File: src/rtl/decode_issue_ctrl.sv
// decode_issue_ctrl: decode-stage issue controller for the 5-stage RV32I pipeline.
// Decides each cycle whether the decode instruction issues, stalls on a RAW
// hazard, or is discarded. Tracks destination registers in flight and counts
// hazard-stall cycles with a saturating counter.
// Optional feature macro: FORWARDING_EN (defined = bypass network present,
// only load-use in EX stalls; undefined = stall on any match in EX or MEM).
module decode_issue_ctrl #(
    parameter int STALL_CNT_W = 32
) (
    input  logic                   clk,
    input  logic                   reset,
    input  logic                   in_valid,
    output logic                   in_ready,
    input  logic [6:0]             opcode,
    input  logic [4:0]             rs1,
    input  logic [4:0]             rs2,
    input  logic [4:0]             rd,
    input  logic                   hold,
    input  logic                   flush,
    output logic                   issue_valid,
    output logic                   stall,
    output logic [STALL_CNT_W-1:0] stall_count
);

    localparam logic [6:0] OP_LUI    = 7'b0110111;
    localparam logic [6:0] OP_AUIPC  = 7'b0010111;
    localparam logic [6:0] OP_JAL    = 7'b1101111;
    localparam logic [6:0] OP_JALR   = 7'b1100111;
    localparam logic [6:0] OP_BRANCH = 7'b1100011;
    localparam logic [6:0] OP_LOAD   = 7'b0000011;
    localparam logic [6:0] OP_STORE  = 7'b0100011;
    localparam logic [6:0] OP_IMM    = 7'b0010011;
    localparam logic [6:0] OP_OP     = 7'b0110011;

`ifdef FORWARDING_EN
    localparam logic FWD = 1'b1;
`else
    localparam logic FWD = 1'b0;
`endif

    typedef struct packed {
        logic       v;
        logic [4:0] rd;
        logic       ld;
    } trk_t;

    // The WB slot is never consulted by either hazard rule (the register file
    // writes before it reads), so only EX and MEM are kept in flops.
    trk_t ex_e, mem_e;
    trk_t new_ex;

    logic uses_rs1, uses_rs2, writes_rd, is_load;
    logic ex_hit, mem_hit, hazard;

    // Entry matches when valid, load-qualified if required, and rd hits a used source.
    function automatic logic match(trk_t e, logic need_ld, logic u1, logic u2,
                                   logic [4:0] s1, logic [4:0] s2);
        return e.v && (e.rd != 5'd0) && (!need_ld || e.ld) &&
               ((u1 && (e.rd == s1)) || (u2 && (e.rd == s2)));
    endfunction

    // Opcode classification; unknown opcodes use and write nothing.
    always_comb begin
        uses_rs1  = 1'b0;
        uses_rs2  = 1'b0;
        writes_rd = 1'b0;
        is_load   = (opcode == OP_LOAD);
        case (opcode)
            OP_LUI, OP_AUIPC, OP_JAL: writes_rd = 1'b1;
            OP_JALR, OP_LOAD, OP_IMM: begin uses_rs1 = 1'b1; writes_rd = 1'b1; end
            OP_OP:     begin uses_rs1 = 1'b1; uses_rs2 = 1'b1; writes_rd = 1'b1; end
            OP_BRANCH, OP_STORE: begin uses_rs1 = 1'b1; uses_rs2 = 1'b1; end
            default: ;
        endcase
        if (rd == 5'd0) writes_rd = 1'b0;
    end

    // Hazard detection: load-use in EX with bypass, else any EX/MEM match.
    always_comb begin
        ex_hit  = match(ex_e, FWD, uses_rs1, uses_rs2, rs1, rs2);
        mem_hit = match(mem_e, 1'b0, uses_rs1, uses_rs2, rs1, rs2);
        hazard  = ex_hit | (~FWD & mem_hit);
    end

    // Issue decision, priority hold > flush > hazard > issue.
    always_comb begin
        in_ready    = 1'b0;
        issue_valid = 1'b0;
        stall       = 1'b0;
        if (hold) begin
            in_ready = 1'b0;
        end else if (flush) begin
            in_ready = 1'b1;
        end else if (in_valid && hazard) begin
            stall = 1'b1;
        end else if (in_valid) begin
            in_ready    = 1'b1;
            issue_valid = 1'b1;
        end
        new_ex = '0;
        if (issue_valid && writes_rd) new_ex = '{v: 1'b1, rd: rd, ld: is_load};
    end

    // Tracker shift and saturating stall counter; frozen while hold is high.
    always_ff @(posedge clk) begin
        if (reset) begin
            ex_e        <= '0;
            mem_e       <= '0;
            stall_count <= '0;
        end else if (!hold) begin
            ex_e  <= new_ex;
            mem_e <= ex_e;
            if (stall && (stall_count != {STALL_CNT_W{1'b1}}))
                stall_count <= stall_count + 1'b1;
        end
    end

endmodule

File: config.mk
export PLATFORM = sky130hd
export DESIGN_NAME = decode_issue_ctrl
export DESIGN_NICKNAME = d
export VERILOG_FILES = /design/src/rtl/decode_issue_ctrl.sv
export SDC_FILE = /design/constraint.sdc
export NUM_CORES = 1
export LEC_CHECK = 0
export ABC_AREA = 1
export CAP_MARGIN = 10
export CORE_UTILIZATION = 48
export CTS_CLUSTER_SIZE = 40
export DETAILED_ROUTE_END_ITERATION = 8
export PLACE_DENSITY = 0.81
export SLEW_MARGIN = 5
export SYNTH_ARGS = -nofsm -noshare
export SYNTH_HDL_FRONTEND = slang
export SYNTH_SLANG_ARGS = --single-unit
File: constraint.sdc
create_clock -name clk -period 2.5 [get_ports clk]
set_input_delay 0.5 -clock clk [delete_from_list [all_inputs] [get_ports clk]]
set_output_delay 0.5 -clock clk [all_outputs]
set_load 0.05 [all_outputs]
==> metrics.yaml, run 1 <==
status:
  outcome: "complete, no violations"
detailed_routing:
  drtIter0Drc: 174
  final_antenna_net_count: 0
  drc: 0
  vias_per_cell: 5.14
  wl_per_cell_um: 12.3
  dr.pass1.iters: 4
  drt_wl_total_um: 8170
  dr_total_vias: 3407
worst_setup_path:
  cp.depth: 10
  path_common_cell: "nand2_1"
  startpoint_type: "input pin"
  worst-setup-path-type: "in -> out"
  worstPathBufferInverterCount: 2
  required_ns: 2.00
  reg2reg_depth: 10
  critPathTopFamily: "buffers and inverters"
  cp_slowest_stage_delay_ns: 0.52
  end_kind: "primary output"
  worstPathCellList: "clkdlybuf4s50_1 -> xnor2_1 -> nand2_1 -> nor2_1 -> nand2_1 -> nand2_1 -> nand2_2 -> nand3_1 -> a21oi_2 -> buf_12"
  worstPathMaxFanout: 2
  crit_arrival_ns: 1.94
  cp_slowest_cell: "clkdlybuf4s50_1"
job:
  maxCapViolCount: 0
finish:
  stdcell_count: 663
  fin_nets: 613
  syn2layout_area_growth_pct: 28.2
  fin_util_pct: 63.8
  drive_gt1_share_pct: 14.0
  antenna_cells: 0
synthesis:
  async_flop_share_pct: 0
  syn_inst: 510
  syn-num-nets: 538
  yosys.area.top_type: "dfxtp_1"
  yosysMostFrequentCell: "nand2_1"
  synth_area_leaders: "dfxtp_1 (28%), nand2_1 (15%), inv_1 (10%), nor2_1 (9.7%), nand4_2 (5.5%)"
  yosysWarnings: 0
  synth_flop_cell: "dfxtp_1"
  synth_edf_count: 0
  synth_commonest_cells: "nand2_1 (127), inv_1 (88), nor2_1 (82)"
  synth_area_per_cell_um2: 6.23
  synth_cell_types: 32
  synth_top_area_share_pct: 27.7
  ys_ff_latch: 44
  syn_area_mm2: 0.00318
  ys_seq_area_share_pct: 27.7
clock_network:
  clk_latency_ns: 0.30
  cts_htree_levels: 2
  cts_root_buf: "clkbuf_8"
  clkSinkCount: 44
  clkTransAtPathRegs_ns: 0.07
  cts_tree: "done"
  numCtsBuffers: 5
  clockBufferDepth: 2
  cts_hold_buf: 0
timing:
  period_share_pct: 97.8
  skew_ns: 0.00905
  slew_violations: 0
  timing.fmax_mhz: 409
  rsz0062_at_grt: "true"
  final.min_clock_period_ns: 2.44
  worst_slew_pin_slew_ns: 0.499
  setup_viol: 0
  max_slew_margin_pct: 66.6
  hold_viol_final: 0
die:
  boundaryPins: 62
  core_area_mm2: 0.00639
  die_h_um: 83.4
  start_util_pct: 49.7
  rows: 29
  die-area_mm2: 0.00695
  fp.dieW_um: 83.4
power_and_ir_drop:
  ir_drop_mv: 0.289
  fin_total_pwr_uw: 1340
  leakage_uw: 0.00180
  power_density_mw_per_mm2: 330
global_routing:
  grt_max_degree: 32
  antenna_found_initial: 0
  gr-usage-all-layers_pct: 23.7
  grt_pass1_vias: 3248
  grt_pass1_wl_um: 13900
  overflow: 0
placement:
  placedCellCount: 652
  dp_hpwl_um: 6200
  place.gp.congestion: 0.914
  io_buffers: 61
min_path:
  hold_depth: 2
  min_path_type: "reg -> reg"
-- area by class of cell --
type / count / area [um^2]
tap: 77 / 96.3
inverter: 95 / 357
sequential: 44 / 883
fill: 592 / 2310
clock buffer: 8 / 90.1
multi-input combinational: 358 / 1860
timing repair buffer: 81 / 788
-- kinds of logic after synthesis --
logic type / synth area share (%)
XOR/XNOR: 4.14
AND/OR/NAND/NOR: 45.9
buffers and inverters: 14.5
AO/OA/AOI/OAI: 7.33
flip-flops: 27.7
adder cells (fa/ha/maj): 0.394
-- worst reg2reg max path, delay by kind of cell, from the launching register on --
family | cells | cell delay, ns
and+or+nand+nor | 8 | 1.25
AOI/OAI and AO/OA | 1 | 0.13
adders and majority gates | 1 | 0.23
DFF | 1 | 0.40
-- final timing paths --
path                            slack, ns      startpoint               to
worst max-delay path                 0.06          rs1[0]         in_ready
worst min-delay path                 0.49         ex_e[6]          ex_e[6]
worst max register to register       0.40  stall_count[0]  stall_count[26]
worst min register to register       0.49         ex_e[6]          ex_e[6]
-- report_power, final --
| group | internal (uW) | leakage, uW | switching [uW] |
|---|---|---|---|
| clock network | 226 | 0.0000455 | 240 |
| registers | 705 | 0.000356 | 6.03 |
| logic | 80.4 | 0.00139 | 87.4 |
-- cell usage in the layout, fill, tap and decap left out, types with 12 or more instances in the layout --
master	instances
nand4_2	14
dfxtp_1	42
buf_4	20
o21ai_1	16
clkdlybuf4s50_1	44
nand3_1	30
a21oi_1	12
nand4_1	17
nand2_1	126
nor2_1	81
inv_1	87
-- what timing repair did --
item | CTS | global route
gates cloned | 0 | 0
pin swaps | 3 | 10
resized for setup | 13 | 14
buffers inserted | 1 | 2
setup endpoints to repair | 2 | 3
-- state kept, by name, summed over array words and instances, names as in the netlist --
register and flops:
stall_count 32, mem_e 6, ex_e 6
-- metal layers --
metal  up-vias  GRT usage (%)  routed length [um]
met1      1548           29.2                3660
met3        15           3.88                 464
met4         0           8.31                 129
met5         -              0                   0
li1       1736              -                   -
met2       108           41.7                3910
-- per-stage QoR --
step | TNS, ns | instance area, um^2 | setup WS (ns) | hold WS (ns)
after floorplan | 0 | 3180 | 0.141 | 0.451
after detailed placement | -0.265 | 3940 | -0.196 | 0.474
after CTS | 0 | 4040 | 0.0194 | 0.486
final | 0 | 4070 | 0.0553 | 0.485
after global routing | -0.0228 | 4070 | -0.0214 | 0.523
after global placement | -0.165 | 3940 | -0.130 | 0.471
(Power assumes the default switching activity.)
==> inputs of run 2 (changes only) <==
--- a/config.mk
+++ b/config.mk
@@ -11,7 +11,7 @@
 export CTS_CLUSTER_SIZE = 40
 export DETAILED_ROUTE_END_ITERATION = 8
 export PLACE_DENSITY = 0.81
-export SLEW_MARGIN = 5
+export SLEW_MARGIN = 20
 export SYNTH_ARGS = -nofsm -noshare
 export SYNTH_HDL_FRONTEND = slang
 export SYNTH_SLANG_ARGS = --single-unit
==> results of run 2 <==
Same layout as run 1: the final DEF is identical, and so are final timing and power.
==> inputs of run 3 (changes only) <==
--- a/config.mk
+++ b/config.mk
@@ -10,7 +10,7 @@
 export CORE_UTILIZATION = 48
 export CTS_CLUSTER_SIZE = 40
 export DETAILED_ROUTE_END_ITERATION = 8
-export PLACE_DENSITY = 0.81
+export PLACE_DENSITY_LB_ADDON = 0.05
 export SLEW_MARGIN = 20
 export SYNTH_ARGS = -nofsm -noshare
 export SYNTH_HDL_FRONTEND = slang
==> metrics.yaml, run 3 (synthesis gave the netlist of run 1 again) <==
clock_network:
  clockBufferDepth: 2
  cts_htree_levels: 2
  numCtsBuffers: 5
  clkSinkCount: 44
  clkTransAtPathRegs_ns: 0.09
  clk_latency_ns: 0.31
  cts_tree: "done"
  cts_root_buf: "clkbuf_8"
  cts_hold_buf: 0
die:
  die_h_um: 83.4
  die-area_mm2: 0.00695
  rows: 29
  start_util_pct: 49.7
  core_area_mm2: 0.00639
  boundaryPins: 62
  fp.dieW_um: 83.4
detailed_routing:
  drc: 0
  dr_total_vias: 3316
  dr.pass1.iters: 4
  drtIter0Drc: 166
  final_antenna_net_count: 0
  wl_per_cell_um: 12.1
  drt_wl_total_um: 7930
  vias_per_cell: 5.05
worst_setup_path:
  worstPathMaxFanout: 5
  worstPathBufferInverterCount: 1
  worst-setup-path-type: "reg -> out"
  critPathTopFamily: "simple AND/OR/NAND/NOR gates"
  cp_slowest_cell: "dfxtp_1"
  crit_arrival_ns: 1.85
  path_common_cell: "nand3_1"
  worstPathCellList: "xnor2_1 -> nand2_1 -> nor3b_2 -> nand3_1 -> o21ai_1 -> nand3_1 -> nand3_1 -> nand2_1 -> nor2_2 -> buf_12"
  startpoint_type: "flip-flop"
  required_ns: 2.00
  end_kind: "primary output"
  cp_slowest_stage_delay_ns: 0.46
finish:
  top_register: "stall_count"
  layout_common_cells: "nand2_1 (125), inv_1 (86), nor2_1 (77)"
  stdcell_count: 657
  fin_util_pct: 64.9
  syn2layout_area_growth_pct: 30.4
  largest_register_ffs: 32
  reg_top3: "stall_count: 32 flops, ex_e: 6 flops, mem_e: 6 flops"
  mostFrequentLayoutCell: "nand2_1"
  multiInputGateArea_mm2: 0.00189
  antenna_cells: 0
  seq_area_um2: 881
  drive_gt1_share_pct: 14.0
  fin_nets: 607
  fill_cells: 589
timing:
  slew_violations: 0
  hold_viol_final: 0
  worst_slew_pin_slew_ns: 0.511
  worst_slack_ns: 0.154
  timing.fmax_mhz: 426
  period_share_pct: 93.8
  skew_ns: 0.00706
  final.min_clock_period_ns: 2.35
  rsz0062_at_grt: "false"
  fin_tns_setup_ns: 0
  setup_viol: 0
  max_slew_margin_pct: 65.8
  hold-worst-slack_ns: 0.486
placement:
  io_buffers: 61
  dp_hpwl_um: 5910
  dpl_worst_slack_ns: -0.166
  place.gp.congestion: 0.869
  placedCellCount: 647
power_and_ir_drop:
  power_density_mw_per_mm2: 361
  ir_drop_mv: 0.328
  leakage_uw: 0.00184
global_routing:
  antenna_found_initial: 0
  grt_pass1_wl_um: 13900
  overflow: 0
  grt_pass1_vias: 3123
  grt_max_degree: 31
  gr-usage-all-layers_pct: 24.0
min_path:
  min_path_type: "reg -> reg"
status:
  outcome: "complete, no violations"
job:
  maxCapViolCount: 0
run 3: changes by cell type in the layout (fill, tap and decap cells not counted), sizes merged:
cell	delta
buf	-6
dlymetal6s2s	+5
clkbuf	-3
clkdlybuf4s50	-3
bufinv	+1
run 3: final timing paths:
kind                            cells past startpoint  slack (ns)        endpoint           start
worst min-delay path                                2        0.49         ex_e[6]         ex_e[6]
worst max register to register                      9        0.29  stall_count[0]  stall_count[0]
worst min register to register                      2        0.49         ex_e[6]         ex_e[6]
worst max-delay path                               10        0.15           stall         ex_e[1]
run 3: timing repair:
item                       CTS  global route
pin swaps                    3            14
gates cloned                 0             0
buffers inserted             1             1
resized for setup           12            22
setup endpoints to repair    2             3
run 3: metrics by stage:
| stage | cell area (um^2) | power, uW |
|---|---|---|
| floorplan | 3180 | 807 |
| global placement | 3930 | 890 |
| detailed placement | 3930 | 893 |
| CTS | 4070 | 1500 |
| global route | 4140 | 1550 |
| finish | 4140 | 1500 |
run 3: worst min-delay path, stage by stage, from the launching register on:
cell and delay (ns):
dfxtp_1 0.32, nand2_1 0.07, a21oi_1 0.06
run 3: where the power goes:
group          switching [uW]  total (uW)  leakage (uW)  internal [uW]
registers                5.94         711      0.000355            705
clock network             261         614     0.0000645            353
logic                    91.2         171       0.00142           80.2
total                     358        1500       0.00184           1140
run 3: area by class of cell:
cell class | count | area share, %
Multi-Input combinational cell | 358 | 45.7
Sequential cell | 44 | 21.3
Timing Repair Buffer | 75 | 19.1
Inverter | 95 | 8.61
Clock buffer | 7 | 2.33
Tap cell | 77 | 2.33
Clock inverter | 1 | 0.725
run 3: metal layers:
metal  vias up  routed length, um  global-route usage, %  part of all wire, %
met5         -                  0                      0                    0
met4         0                 74                   7.05                 0.93
met3         9                365                   3.38                  4.6
met2        75               3620                   38.5                   46
met1      1502               3860                   33.4                   49
li1       1730                  -                      -                    -
